## config.mk

```make
export PLATFORM = sky130hd
export DESIGN_NAME = sp_ram_cfg
export DESIGN_NICKNAME = d
export VERILOG_FILES = /design/src/rtl/sp_ram_pkg.sv /design/src/rtl/sp_ram_clear_ctrl.sv /design/src/rtl/sp_ram_cfg.sv
export SDC_FILE = /design/constraint.sdc
export NUM_CORES = 1
export LEC_CHECK = 0
export CAP_MARGIN = 20
export CORE_MARGIN = 1.5
export CORE_UTILIZATION = 30
export CTS_BUF_LIST = sky130_fd_sc_hd__clkbuf_4
export DETAILED_ROUTE_END_ITERATION = 16
export SETUP_SLACK_MARGIN = 0.1
export SYNTH_ARGS = -nofsm -noshare
export SYNTH_HDL_FRONTEND = slang
export SYNTH_SLANG_ARGS = --single-unit
```

## constraint.sdc

```tcl
create_clock -name clk -period 3.2 [get_ports clk]
set_clock_uncertainty 0.05 [all_clocks]
set_input_delay 0.48 -clock clk [delete_from_list [all_inputs] [get_ports clk]]
set_output_delay 0.48 -clock clk [all_outputs]
set_load 0.1 [all_outputs]
```

## src/rtl/sp_ram_pkg.sv

```systemverilog
// -----------------------------------------------------------------------------
// sp_ram_pkg
//  Shared types for the configurable single-port RAM (sp_ram_cfg) and its
//  clear controller.
//   rdw_mode_e  : read-during-write behaviour of the read port
//   clr_state_e : clear-engine FSM states
// -----------------------------------------------------------------------------
package sp_ram_pkg;

   typedef enum logic [1:0] {
      RDW_READ_FIRST  = 2'd0,
      RDW_WRITE_FIRST = 2'd1,
      RDW_NO_CHANGE   = 2'd2
   } rdw_mode_e;

   typedef enum logic {
      ST_CLEAR = 1'b0,
      ST_RUN   = 1'b1
   } clr_state_e;

endpackage

```

## src/rtl/sp_ram_clear_ctrl.sv

```systemverilog
// -----------------------------------------------------------------------------
// sp_ram_clear_ctrl
//  Post-reset clear engine for sp_ram_cfg. Walks a pointer over every word,
//  writing zero, and muxes that clear write ahead of the user port.
//  Ports:
//   clk, i_rst          clock, synchronous active-high reset
//   i_en/i_we/i_be      user access request
//   i_addr/i_data       user address / write data
//   o_acc               user access accepted this cycle
//   o_wr                array write strobe (clear or user write)
//   o_be/o_addr/o_data  muxed write lane enables, address, data
//   o_busy              clear in progress
// -----------------------------------------------------------------------------
module sp_ram_clear_ctrl
   import sp_ram_pkg::*;
#(
   parameter int ADDR_W       = 6,
   parameter int DATA_W       = 8,
   parameter int NB           = 1,
   parameter int CLEAR_ON_RST = 1
) (
   input  logic              clk,
   input  logic              i_rst,
   input  logic              i_en,
   input  logic              i_we,
   input  logic [NB-1:0]     i_be,
   input  logic [ADDR_W-1:0] i_addr,
   input  logic [DATA_W-1:0] i_data,
   output logic              o_acc,
   output logic              o_wr,
   output logic [NB-1:0]     o_be,
   output logic [ADDR_W-1:0] o_addr,
   output logic [DATA_W-1:0] o_data,
   output logic              o_busy
);

   localparam logic [ADDR_W-1:0] P_LAST      = '1;
   localparam clr_state_e        P_RST_STATE = (CLEAR_ON_RST != 0) ? ST_CLEAR : ST_RUN;

   clr_state_e        r_state;
   clr_state_e        w_state_next;
   logic [ADDR_W-1:0] r_ptr;
   logic [ADDR_W-1:0] w_ptr_next;
   logic              w_clr_we;
   logic              w_clr_wr;

   always_ff @(posedge clk) begin
      if (i_rst) begin
         r_state <= P_RST_STATE;
         r_ptr   <= '0;
      end else begin
         r_state <= w_state_next;
         r_ptr   <= w_ptr_next;
      end
   end

   always_comb begin
      w_state_next = r_state;
      w_ptr_next   = r_ptr;
      w_clr_we     = 1'b0;
      case (r_state)
         ST_CLEAR: begin
            w_clr_we   = 1'b1;
            w_ptr_next = r_ptr + 1'b1;
            // The edge that zeroes the last word also releases busy.
            if (r_ptr == P_LAST) begin
               w_state_next = ST_RUN;
            end
         end
         default: begin
            w_state_next = r_state;
         end
      endcase
   end

   // Reset takes priority: no clear write or user access lands while rst=1.
   assign w_clr_wr = w_clr_we & ~i_rst;
   assign o_acc    = i_en & (r_state == ST_RUN) & ~i_rst;
   assign o_wr     = w_clr_wr | (o_acc & i_we);
   assign o_be     = w_clr_wr ? {NB{1'b1}} : i_be;
   assign o_addr   = (r_state == ST_CLEAR) ? r_ptr : i_addr;
   assign o_data   = w_clr_wr ? '0 : i_data;
   assign o_busy   = (r_state == ST_CLEAR);

endmodule

```

## src/rtl/sp_ram_cfg.sv

```systemverilog
// -----------------------------------------------------------------------------
// sp_ram_cfg
//  Parametrised single-port synchronous RAM with byte-lane writes, selectable
//  read-during-write behaviour, optional output register and a post-reset
//  zero-fill engine.
//  Ports:
//   clk, rst       clock, synchronous active-high reset
//   en, we, be     access enable, write enable, per-lane write enables
//   addr, data     word address (modulo DEPTH), write data
//   q, q_valid     read data, one-cycle pulse when q carries a new result
//   busy           clear in progress; accesses ignored
// -----------------------------------------------------------------------------
module sp_ram_cfg
   import sp_ram_pkg::*;
#(
   parameter int DATA_W       = 8,
   parameter int ADDR_W       = 6,
   parameter int BYTE_W       = 8,
   parameter int RDW_MODE     = 0,
   parameter int OUT_REG      = 0,
   parameter int CLEAR_ON_RST = 1
) (
   input  logic                     clk,
   input  logic                     rst,
   input  logic                     en,
   input  logic                     we,
   input  logic [DATA_W/BYTE_W-1:0] be,
   input  logic [ADDR_W-1:0]        addr,
   input  logic [DATA_W-1:0]        data,
   output logic [DATA_W-1:0]        q,
   output logic                     q_valid,
   output logic                     busy
);

   localparam int        NB     = DATA_W / BYTE_W;
   localparam int        DEPTH  = 1 << ADDR_W;
   localparam rdw_mode_e P_MODE = rdw_mode_e'(RDW_MODE[1:0]);

   if ((DATA_W % BYTE_W) != 0) begin : g_bad_width
      $error("sp_ram_cfg: DATA_W must be a multiple of BYTE_W");
   end

   logic [DATA_W-1:0] r_mem [DEPTH];

   logic              w_acc;
   logic              w_wr;
   logic [NB-1:0]     w_be;
   logic [ADDR_W-1:0] w_addr;
   logic [DATA_W-1:0] w_wdata;
   logic [DATA_W-1:0] w_rd_word;
   logic [DATA_W-1:0] w_merged;
   logic [DATA_W-1:0] w_rd_val;
   logic              w_rd_fire;
   logic [DATA_W-1:0] r_q1;
   logic              r_v1;

   sp_ram_clear_ctrl #(
      .ADDR_W       (ADDR_W),
      .DATA_W       (DATA_W),
      .NB           (NB),
      .CLEAR_ON_RST (CLEAR_ON_RST)
   ) u_clear (
      .clk    (clk),
      .i_rst  (rst),
      .i_en   (en),
      .i_we   (we),
      .i_be   (be),
      .i_addr (addr),
      .i_data (data),
      .o_acc  (w_acc),
      .o_wr   (w_wr),
      .o_be   (w_be),
      .o_addr (w_addr),
      .o_data (w_wdata),
      .o_busy (busy)
   );

   // Array: byte-lane write port, read data registered below.
   always_ff @(posedge clk) begin
      if (w_wr) begin
         for (int i = 0; i < NB; i++) begin
            if (w_be[i]) begin
               r_mem[w_addr][i*BYTE_W +: BYTE_W] <= w_wdata[i*BYTE_W +: BYTE_W];
            end
         end
      end
   end

   assign w_rd_word = r_mem[w_addr];

   // Post-write view of the addressed word, used for WRITE_FIRST reads.
   for (genvar gi = 0; gi < NB; gi++) begin : g_lane
      assign w_merged[gi*BYTE_W +: BYTE_W] = w_be[gi] ? w_wdata[gi*BYTE_W +: BYTE_W]
                                                      : w_rd_word[gi*BYTE_W +: BYTE_W];
   end

   // NO_CHANGE suppresses the read result of a write entirely.
   assign w_rd_fire = w_acc & ~((P_MODE == RDW_NO_CHANGE) & we);
   assign w_rd_val  = ((P_MODE == RDW_WRITE_FIRST) && we) ? w_merged : w_rd_word;

   always_ff @(posedge clk) begin
      if (rst) begin
         r_q1 <= '0;
         r_v1 <= 1'b0;
      end else begin
         r_v1 <= w_rd_fire;
         if (w_rd_fire) begin
            r_q1 <= w_rd_val;
         end
      end
   end

   if (OUT_REG != 0) begin : g_out_reg
      logic [DATA_W-1:0] r_q2;
      logic              r_v2;

      always_ff @(posedge clk) begin
         if (rst) begin
            r_q2 <= '0;
            r_v2 <= 1'b0;
         end else begin
            r_v2 <= r_v1;
            if (r_v1) begin
               r_q2 <= r_q1;
            end
         end
      end

      assign q       = r_q2;
      assign q_valid = r_v2;
   end else begin : g_no_out_reg
      assign q       = r_q1;
      assign q_valid = r_v1;
   end

endmodule
```

Word-level counts from Yosys, hierarchy flattened:

Memories as Yosys holds them, arrays and structs flattened. A register that Yosys moved wholly into a read port is not among the register bits.
Index checks and enable logic that the tools add are counted.

* div/mod/pow operators: 0
* shift-type cells: 0
* $add $sub $neg: 1
* bitwise gates (word level): 7
* order comparisons: 0
* $mul: 0
* eq/ne operators: 1
* multiplexer cells: 9
* reduce and logical (&&, ||, !) cells: 0

Operator list (count)
* $mux 8: 1
* $mux 1: 7
* $add 6x1->6 const B: 1
* $eq 6x6->1 const B: 1
* $mux 6: 1
* $and 1x1->1: 4
* $not 1->1: 2
* $or 1x1->1: 1

* bits in latches: 0
* output and inout port bits: 10
* register bits: 8
* memory bits (writable): 512
* logic and storage cells: 22
* memories: 1
* bits in read-only memories: 0

Memory list
* r_mem: words 64, bits a word 8, read ports 1, clocked after memory_dff 1, wr ports 1, RTL line sp_ram_cfg.sv:43 `logic [DATA_W-1:0] r_mem [DEPTH];`

Logic depth before layout (Yosys ltp):

Gate-level depths: netlist of the first run.

* depth after elaboration: 6
* mapped depth: 11

Hierarchy:

From an unflattened synthesis of the first run, not the netlist that was laid out.

* cell total of the unflattened synthesis: 1175
* area, all modules: 20951.3 µm²

Modules (own cells, without submodules)
* sp_ram_cfg: area an instance 20490.9 µm², instances 1, cells each 1122, sequential area each 15554.9 µm²
* sp_ram_clear_ctrl: area an instance 460.4 µm², instances 1, cells each 53, sequential area each 140.1 µm²

Worst setup path before layout of the first run:

No wires, ideal clock.

* path kind: input to register
* start point: input port rst
* end point: memory r_mem[0][0], data pin
* arrival: 2.538 ns
* required time: 2.636 ns
* stages on the path: 3
* path buffers: 1
* setup slack: 0.097 ns
* path through: clkbuf_1 nor2_1 nor2b_1

* word-level cells in the longest chain between the ends: 3

Ends and longest elaborated chain
* from (decl): RTL line sp_ram_cfg.sv:24 `input logic rst,`
* $not 1->1: RTL line sp_ram_clear_ctrl.sv:77 `assign w_clr_wr = w_clr_we & ~i_rst;`
* $and 1x1->1: RTL line sp_ram_clear_ctrl.sv:77
* $mux 8: RTL line sp_ram_clear_ctrl.sv:82 `assign o_data = w_clr_wr ? '0 : i_data;`
* via u_clear.o_data[0]: RTL line sp_ram_clear_ctrl.sv:33 `output logic [DATA_W-1:0] o_data,`
* to (decl): RTL line sp_ram_cfg.sv:43

The timed path passes the listed nets, and every way through them passes these cells.

Worst setup path in the final report of the first run:

* start point: register u_clear.r_state
* end point: register r_q1[6] (netlist: q[6]), read port of r_mem

* word-level cells in the longest chain between the ends: 2
* elaborated cells between the ends (all ways): 3
* classes of those cells: mux (1); bitwise (2)

Ends and longest elaborated chain
* from (decl): RTL line sp_ram_clear_ctrl.sv:40 `clr_state_e r_state;`
* from (signal assigned): RTL line sp_ram_clear_ctrl.sv:52 `r_state <= w_state_next;`
* $and 1x1->1 (2 in a row): RTL line sp_ram_clear_ctrl.sv:78 `assign o_acc = i_en & (r_state == ST_RUN) & ~i_rst;`
* to (decl): RTL line sp_ram_cfg.sv:54 `logic [DATA_W-1:0] r_q1;`

Several ways; a longest one is shown, not always the timed one.
A chain may end at the register's enable or synchronous reset.

==> impl_metrics.toml, run 1 <==
[run_status]
outcome = "finished, final reports clean"

[layout]
final_design_area_no_fill_sq_mm = 0.0246
syn2layout_area_growth_pct = 21.5
filler_cell_count = 6333
seq_area_sq_mm = 0.0157
finalNonFillerCells = 2476
finish.net_count = 1528
multi_input_comb_area_sq_mm = 0.00423
layout-drive-gt1-share = 0.271

[synth]
synth_seq_area_share = 0.774
number_of_flip_flops_and_latches_in_the_synthesized_netlist = 528
syn_area_per_cell_sq_um = 16.3
synth_flop_cell = "sky130_fd_sc_hd__edfxtp_1"
synth_top_cell_area_share = 0.758
synth.top_cells.by_count = "sky130_fd_sc_hd__edfxtp_1 (512), sky130_fd_sc_hd__a22oi_1 (153), sky130_fd_sc_hd__nand2_1 (110), sky130_fd_sc_hd__a21oi_1 (56), sky130_fd_sc_hd__mux2i_1 (55)"
synth-edff-count = 512
synth_warnings = 0
syn-cell-area_sq_mm = 0.0203
synth_area_leader_cell = "sky130_fd_sc_hd__edfxtp_1"
synth_cell_types = 56
most_frequent_cell_after_synthesis = "sky130_fd_sc_hd__edfxtp_1"
synth.area.top_cells = "sky130_fd_sc_hd__edfxtp_1 (76%), sky130_fd_sc_hd__a22oi_1 (5.7%), sky130_fd_sc_hd__mux2i_1 (2.7%)"
post_synth_inst_count = 1242
synthArstFlopShare = 0
synthesis.nets = 1262

[worst_setup_path]
worst-r2r-cell-count = 9
critPathCaptureType = "flip-flop"
worst-path-max-fanout = 10
arrival_ns = 3.65
rrSetupSlack_ns = 0.30
cp_num_buf_inv = 2
timing.critical_path.cells = "buf_4 > nand2_2 > o32ai_4 > buf_12 > a22o_1 > nor4_1 > o21ai_0 > o31ai_1 > o21ai_1"
crit_slowest_cell = "sky130_fd_sc_hd__nor4_1"
critical_path_required_ns = 3.95
worst_path_largest_cell_delay_ns = 0.43
crit-reg2reg-capture = "q[6]"
crit_path_class = "reg2reg"
worst_setup_path_start_kind = "flip-flop"
cpLargestDelayFamily = "compound AO/OA/AOI/OAI gates"
rr_startpoint = "u_clear.r_state"

[place]
place_hpwl_um = 34500
io_buffers = 28
placed_cell_areas_sq_mm = 0.0228
place_congestion = 0.831
place_inst = 2239

[timing]
setup_violations = 0
minimum_hold_slack_ns = 0.292
hold_violations = 0
worstMarginPinSlew_ns = 1.04
timing.max_slew.rel_slack = 0.306
fin_crit_share = 0.906
slew_violations = 0
rsz0062_at_grt = "false"
timing.fmax_mhz = 345
fin_setup_tns_ns = 0
finalCriticalPeriod_ns = 2.90

[grt]
number_of_global_route_vias_before_repair = 12720
overflow = 0
antenna_found_initial = 3
global_route.usage.total = 0.160
first_pass_grt_wire_length_um = 80800
pin_count_of_the_biggest_net_entering_global_routing = 65

[min_path]
holdPathStages = 2
hold_start = "data[0]"
worstHoldEndpoint = "r_mem[60][0]"
min-delay-path-class = "in2reg"

[routing]
vias_per_std_cell = 5.06
drt_pass1_iterations = 8
wl_per_cell_um = 22.1
final_antenna_net_count = 0
num_vias = 12519
wl_um = 54800
drc = 0
initialDrtViolationCount = 1356

[clock_network]
clk-insertion-delay-late_ns = 0.93
cts-hold-fix-buffers = 0
tritoncts_num_sinks = 528
cts.htree.levels = 4
cts_buffers = 137
cts.reportedPaths.clkPinSlew_ns = 0.06
cts_root_buffer = "sky130_fd_sc_hd__clkbuf_4"
cts_tree = "yes"
cts-root-to-sink-buffers = 3

[pwr]
worst_voltage_drop_across_the_vdd_grid_mv = 0.242
power_leakage_nw = 8.27
power_per_cell_area_mw_per_mm2 = 587

[floorplan]
coreArea_sq_mm = 0.0670
start_util = 0.303
die_height_um = 263
top_level_ports = 29
die_width_um = 263
design.die.area_sq_mm = 0.0692
placement_rows = 95

[job]
max_cap_viol_count = 0
cell type report:
| class | instances | share of cell area |
|---|---|---|
| antenna | 4 | 0.000406 |
| clock buffer | 207 | 0.0631 |
| clock inverter | 23 | 0.00782 |
| inverter | 4 | 0.000609 |
| multi-input combinational | 635 | 0.172 |
| sequential | 528 | 0.637 |
| tap | 873 | 0.0443 |
| timing repair buffer | 202 | 0.0751 |
flip-flops by register name, summed over array words and instances (netlist names):
| register | count |
|---|---|
| r_mem | 512 |
| q_valid | 1 |
| u_clear.r_ptr | 6 |
| q | 8 |
| u_clear.r_state | 1 |
what timing repair did:
action                                  CTS  global route
endpoints found under the hold margin     0             0
resized for setup                         0             2
endpoints found under the setup margin    0            14
setup buffers                             0             2
worst max-delay path by stage:
stage | from | end | slack (ns) | cells after the start
after CTS | u_clear.r_state | r_mem[38][0] | 0.13 | 7
after global placement | addr[0] | q[1] | -0.09 | 10
after global routing | u_clear.r_state | q[6] | 0.18 | 10
after detailed placement | addr[0] | q[1] | -0.16 | 10
after floorplan | rst | r_mem[0][0] | 0.1 | 3
final | u_clear.r_state | q[6] | 0.30 | 9
report_power, final:
part	switching [W]	internal, W	leakage [nW]	total (W)
registers	0.0000129	0.00761	4.81	0.00762
logic	0.000615	0.000373	2.41	0.000988
clock network	0.00261	0.00324	1.05	0.00585
total	0.00323	0.0112	8.27	0.0145
layer usage:
metal	global-route usage	vias to the layer above	share of wire
li1	-	5611	-
met1	0.211	6253	0.42
met2	0.245	561	0.46
met3	0.0457	92	0.087
met4	0.0667	2	0.024
met5	0	-	0.00020
worst reg2reg max path, stage by stage (launching register included):
cell and delay [ns]:
sky130_fd_sc_hd__dfxtp_2 0.40, sky130_fd_sc_hd__buf_4 0.21, sky130_fd_sc_hd__nand2_2 0.20, sky130_fd_sc_hd__o32ai_4 0.22, sky130_fd_sc_hd__buf_12 0.20, sky130_fd_sc_hd__a22o_1 0.23
sky130_fd_sc_hd__nor4_1 0.43, sky130_fd_sc_hd__o21ai_0 0.37, sky130_fd_sc_hd__o31ai_1 0.35, sky130_fd_sc_hd__o21ai_1 0.11
per-stage QoR:
step | util | total power (W) | worst slack, ns
final | 0.367 | 0.0145 | 0.301
after global routing | 0.367 | 0.0150 | 0.183
after CTS | 0.367 | 0.0146 | 0.135
after detailed placement | 0.341 | 0.00874 | -0.158
after global placement | 0.341 | 0.00873 | -0.0945
after floorplan | - | 0.00827 | 0.0972
cells by family after synthesis:
family	share of synthesized area
flip-flops	0.774
AO/OA/AOI/OAI	0.114
AND/OR/NAND/NOR	0.0578
buffers and inverters	0.0227
multiplexers	0.0301
XOR/XNOR	0.00130
adder cells (fa/ha/maj)	0.000617
placed cells by master (no fill, tap or decap), drive strengths merged, types with 3 or more instances in the layout:
cell | netlist | layout
edfxtp | 512 | 512
clkbuf | 20 | 207
buf | 55 | 184
a22oi | 153 | 153
nand2 | 111 | 111
a21oi | 57 | 57
mux2i | 55 | 55
nor2 | 54 | 54
o22ai | 33 | 33
and3 | 23 | 23
o21ai | 22 | 22
a41oi | 21 | 21
nand4 | 18 | 18
clkdlybuf4s50 | 0 | 18
dfxtp | 16 | 16
nor4 | 15 | 15
clkinv | 0 | 15
nor2b | 10 | 10
inv | 4 | 8
a22o | 7 | 7
a211oi | 5 | 5
mux2 | 5 | 5
diode | 0 | 4
nor3 | 4 | 4
nand2b | 4 | 4
bufinv | 0 | 4
or2 | 4 | 4
a31oi | 3 | 3
a221o | 3 | 3
or2b | 3 | 3
Power figures use the tool's default switching activity.
==> run 2: changes to the inputs <==
- ABC_CLOCK_PERIOD_IN_PS: not set -> 3200
- SLEW_MARGIN: not set -> 20
==> run 2 against run 1 <==
  * Design area hardly changed
  * Core utilization barely moved
  * Power about the same
  * Worst hold slack better by 0.088 ns
  * Flip-flop and latch count did not move
  * Final cell count unchanged
  * Register-to-register slack improved by 0.02 ns
  * Via count rose by 0.63%
  * Global-route usage stayed put
  * Largest power group unchanged
==> impl_metrics.toml, run 2 (same netlist as run 1, synthesis figures left out) <==
[routing]
initialDrtViolationCount = 1296
wl_um = 55000
drc = 0
num_vias = 12598
final_antenna_net_count = 0
drt_pass1_iterations = 7
vias_per_std_cell = 5.09
wl_per_cell_um = 22.2

[layout]
layout.cells.most_common_list = "sky130_fd_sc_hd__edfxtp_1 (512), sky130_fd_sc_hd__clkbuf_4 (207), sky130_fd_sc_hd__buf_4 (161)"
layout.cells.most_common = "sky130_fd_sc_hd__edfxtp_1"
largest_reg_flops = 512
filler_cell_count = 6332
finalNonFillerCells = 2476
syn2layout_area_growth_pct = 21.5
seq_area_sq_mm = 0.0157
layout-drive-gt1-share = 0.271
top_register = "r_mem"
multi_input_comb_area_sq_mm = 0.00423
finish.net_count = 1528

[grt]
antenna_found_initial = 3
overflow = 0
first_pass_grt_wire_length_um = 80800
number_of_global_route_vias_before_repair = 12720
global_route.usage.total = 0.160
pin_count_of_the_biggest_net_entering_global_routing = 65

[timing]
fin_crit_share = 0.901
timing.max_slew.rel_slack = 0.319
timing.fmax_mhz = 347
hold_violations = 0
worstMarginPinSlew_ns = 1.02
setup_violations = 0
slew_violations = 0
finalCriticalPeriod_ns = 2.88
rsz0062_at_grt = "false"
minimum_hold_slack_ns = 0.380

[worst_setup_path]
cpLargestDelayFamily = "compound AO/OA/AOI/OAI gates"
worst-path-max-fanout = 17
worst_path_largest_cell_delay_ns = 0.49
cp_num_buf_inv = 3
path_common_cell = "sky130_fd_sc_hd__buf_4"
crit_path_class = "reg2reg"
worst_setup_path_start_kind = "flip-flop"
crit_slowest_cell = "sky130_fd_sc_hd__a221o_1"
timing.critical_path.cells = "buf_4 > nand2_2 > o22ai_4 > buf_12 > buf_4 > a22oi_1 > nand4_1 > a221o_1 > o31ai_1 > o21ai_1"
critPathCaptureType = "flip-flop"
critical_path_required_ns = 3.95
arrival_ns = 3.63

[clock_network]
cts_tree = "yes"
cts_root_buffer = "sky130_fd_sc_hd__clkbuf_4"
cts.reportedPaths.clkPinSlew_ns = 0.07
tritoncts_num_sinks = 528
cts.htree.levels = 4
clk-insertion-delay-late_ns = 0.92
cts-root-to-sink-buffers = 3
cts_buffers = 137

[floorplan]
coreArea_sq_mm = 0.0670
die_width_um = 263
placement_rows = 95
top_level_ports = 29
start_util = 0.303
die_height_um = 263
design.die.area_sq_mm = 0.0692

[place]
place_hpwl_um = 34500
place_congestion = 0.831
place_inst = 2239
io_buffers = 28

[pwr]
power_leakage_nw = 8.27
power_per_cell_area_mw_per_mm2 = 587
worst_voltage_drop_across_the_vdd_grid_mv = 0.240

[run_status]
outcome = "finished, final reports clean"

[min_path]
min-delay-path-class = "in2reg"

[job]
max_cap_viol_count = 0
-- run 2: cell counts in the layout (fill, tap and decap cells not counted) --
Identical to the previous run, type by type.
-- run 2: worst paths after layout --
path	slack, ns	start	depth (start not counted)	end
max	0.32	u_clear.r_state	10	q[6]
min	0.38	data[0]	2	r_mem[53][0]
max reg2reg	0.32	u_clear.r_state	10	q[6]
min reg2reg	0.44	q[1]	2	q[1]
-- run 2: per-stage QoR --
| stage | util | setup slack, ns | setup TNS [ns] | cell area [sq um] | power [W] |
|---|---|---|---|---|---|
| 2_1_floorplan | - | 0.0972 | 0 | 20300 | 0.00827 |
| 3_3_place_gp | 0.341 | -0.0945 | -0.250 | 22800 | 0.00873 |
| 3_5_place_dp | 0.341 | -0.158 | -0.366 | 22800 | 0.00874 |
| 4_1_cts | 0.367 | 0.135 | 0 | 24600 | 0.0146 |
| 5_1_grt | 0.368 | 0.183 | 0 | 24600 | 0.0150 |
| 6_report | 0.368 | 0.317 | 0 | 24600 | 0.0145 |
-- run 2: layer usage --
layer  share of wire  wire, um  up-vias  global-route usage
met5         0.00020        11        -                   0
met4           0.025      1370        2              0.0667
met3           0.092      5080       99              0.0457
met2            0.47     25700      598               0.245
met1            0.42     22900     6290               0.211
li1                -         -     5609                   -
-- run 2: timing repair --
action | 4_1_cts | 5_1_grt
gates resized for setup | 0 | 2
hold buffers | 0 | 0
buffers inserted | 0 | 2
setup endpoints to repair | 0 | 14
hold endpoints to repair | 0 | 0
-- run 2: worst reg2reg max path, cell delays in order (launching register included) --
cell	delay, ns
sky130_fd_sc_hd__dfxtp_2	0.40
sky130_fd_sc_hd__buf_4	0.21
sky130_fd_sc_hd__nand2_2	0.20
sky130_fd_sc_hd__o22ai_4	0.19
sky130_fd_sc_hd__buf_12	0.21
sky130_fd_sc_hd__buf_4	0.20
sky130_fd_sc_hd__a22oi_1	0.24
sky130_fd_sc_hd__nand4_1	0.17
sky130_fd_sc_hd__a221o_1	0.49
sky130_fd_sc_hd__o31ai_1	0.30
sky130_fd_sc_hd__o21ai_1	0.11
-- run 2: area by class of cell --
type                            instances  area share
Antenna cell                            4    0.000406
Timing Repair Buffer                  202      0.0753
Inverter                                4    0.000609
Sequential cell                       528       0.637
Clock inverter                         23     0.00782
Multi-Input combinational cell        635       0.172
Tap cell                              873      0.0443
Clock buffer                          207      0.0631
-- run 2: where the power goes --
group / leakage, nW / internal [W] / switching, W / total [W]
Clock: 1.05 / 0.00324 / 0.00262 / 0.00586
Sequential: 4.81 / 0.00761 / 0.0000129 / 0.00762
Combinational: 2.41 / 0.000374 / 0.000616 / 0.000990
==> run 3: changes to the inputs <==
- DONT_BUFFER_PORTS: not set -> 1
==> run 3 against run 2 <==
  * Register-to-register slack worse by 0.08 ns
  * Design area down 3.5%
  * Clock-buffer cell count down 14
  * Clock power down 0.9%
  * Final cell count down 3.4%
  * Combinational power down 10%
  * Critical path depth down 2
==> impl_metrics.toml, run 3 (same netlist as run 1, synthesis figures left out) <==
[routing]
num_vias = 12245
wl_um = 54600
initialDrtViolationCount = 1360
final_antenna_net_count = 0
drc = 0
vias_per_std_cell = 5.12
wl_per_cell_um = 22.8
drt_pass1_iterations = 5

[floorplan]
top_level_ports = 29
placement_rows = 95
coreArea_sq_mm = 0.0670
start_util = 0.303
die_height_um = 263
design.die.area_sq_mm = 0.0692
die_width_um = 263

[clock_network]
cts_resized = 0
cts-root-to-sink-buffers = 3
clk-insertion-delay-late_ns = 0.97
cts_root_buffer = "sky130_fd_sc_hd__clkbuf_4"
cts_buffers = 135
cts.reportedPaths.clkPinSlew_ns = 0.06
cts_tree = "yes"
cts.htree.levels = 4
tritoncts_num_sinks = 528

[pwr]
power_per_cell_area_mw_per_mm2 = 602
power_frac_clock = 0.406
power_leakage_nw = 7.81
p_seq_frac = 0.532
pwr-share-comb = 0.062
sw_frac_of_total = 0.228
fin_total_pwr_w = 0.0143
worst_voltage_drop_across_the_vdd_grid_mv = 0.313
internal_portion_of_total_power_w = 0.0110
switching_power_w = 0.00327

[timing]
rsz0062_at_grt = "false"
worstMarginPinSlew_ns = 1.14
finalCriticalPeriod_ns = 2.96
setup_violations = 0
timing.max_slew.rel_slack = 0.240
fin_crit_share = 0.925
hold_violations = 0
setup_ws_ns = 0.241
slew_violations = 0
timing.fmax_mhz = 338
fin_setup_tns_ns = 0

[worst_setup_path]
timing.critical_path.cells = "nand2b_1 > mux2_2 > buf_4 > a21oi_1 > or4_1 > a22oi_1 > nand4_1 > a21o_1"
crit_slowest_cell = "sky130_fd_sc_hd__or4_1"
rr_startpoint = "u_clear.r_ptr[2]"
arrival_ns = 3.77
worst-r2r-cell-count = 8
cp_num_buf_inv = 1
worst_setup_path_start_kind = "flip-flop"
cpLargestDelayFamily = "simple AND/OR/NAND/NOR gates"
critPathCaptureType = "flip-flop"
worst-path-max-fanout = 10
critical_path_required_ns = 4.01
rrSetupSlack_ns = 0.24
crit_path_class = "reg2reg"
worst_path_largest_cell_delay_ns = 0.59
crit-reg2reg-capture = "q[3]"

[grt]
global_route.usage.total = 0.157
grt.met1_usage = 0.204
overflow = 0
number_of_global_route_vias_before_repair = 12348
globalRoute.busiestLayer = "met2"
antenna_found_initial = 1
pin_count_of_the_biggest_net_entering_global_routing = 65
gr-usage-met3 = 0.0434
groute.layer.met2.usage = 0.249
first_pass_grt_wire_length_um = 80000

[layout]
layout.cells.most_common = "sky130_fd_sc_hd__edfxtp_1"
syn2layout_area_growth_pct = 17.3
finish.net_count = 1449
layout.cells.most_common_list = "sky130_fd_sc_hd__edfxtp_1 (512), sky130_fd_sc_hd__clkbuf_4 (193), sky130_fd_sc_hd__a22oi_1 (153)"
filler_cell_count = 6362
final_design_area_no_fill_sq_mm = 0.0238
largest_reg_flops = 512
top_register = "r_mem"
layout-drive-gt1-share = 0.236

[min_path]
hold_start = "data[1]"
worstHoldEndpoint = "r_mem[25][1]"
holdPathStages = 2
min-delay-path-class = "in2reg"

[place]
dpl_worst_slack_ns = 0.194
place_congestion = 0.860
place_hpwl_um = 33800
io_buffers = 0
placed_cell_areas_sq_mm = 0.0220

[run_status]
outcome = "finished, final reports clean"

[job]
max_cap_viol_count = 0
## run 3: worst max path at each step
stage / cells past startpoint / end / start
2_1_floorplan: 3 / r_mem[0][0] / rst
3_3_place_gp: 6 / r_mem[38][4] / u_clear.r_state
3_5_place_dp: 6 / r_mem[38][7] / u_clear.r_state
4_1_cts: 6 / r_mem[38][7] / u_clear.r_state
5_1_grt: 8 / q[3] / u_clear.r_ptr[2]
6_report: 8 / q[3] / u_clear.r_ptr[2]
## run 3: layer usage
metal | vias to the layer above | routed length (um)
met2 | 478 | 25900
met5 | - | 0
li1 | 5452 | -
met4 | 0 | 1450
met3 | 85 | 3840
met1 | 6230 | 23400
## run 3: what timing repair did
action | CTS | global route
endpoints found under the hold margin | 80 | 0
hold buffers | 3 | 0
setup endpoints to repair | 0 | 8
setup buffers | 0 | 4
## run 3: final cells by class
class / count / area, sq um / share of cell area
timing repair buffer: 125 / 1060 / 0.0445
sequential: 528 / 15700 / 0.660
inverter: 4 / 15.0 / 0.000631
antenna: 4 / 10.0 / 0.000421
clock inverter: 29 / 244 / 0.0103
clock buffer: 193 / 1450 / 0.0609
multi-input combinational: 635 / 4220 / 0.178
tap: 873 / 1090 / 0.0459
## run 3: per-stage QoR
stage          hold WS [ns]   util  cells
2_1_floorplan         0.431      -   1242
3_3_place_gp          0.470  0.329   2158
3_5_place_dp          0.471  0.329   2158
4_1_cts              0.0894  0.354   2383
5_1_grt               0.132  0.355   2388
6_report              0.137  0.355   2391
## run 3: power groups by stage
stage	registers (W)	clock network [W]	logic, W
2_1_floorplan	0.00777	0	0.000498
3_3_place_gp	0.00777	0	0.000872
3_5_place_dp	0.00777	0	0.000880
4_1_cts	0.00762	0.00593	0.000888
5_1_grt	0.00762	0.00629	0.000945
6_report	0.00762	0.00581	0.000888
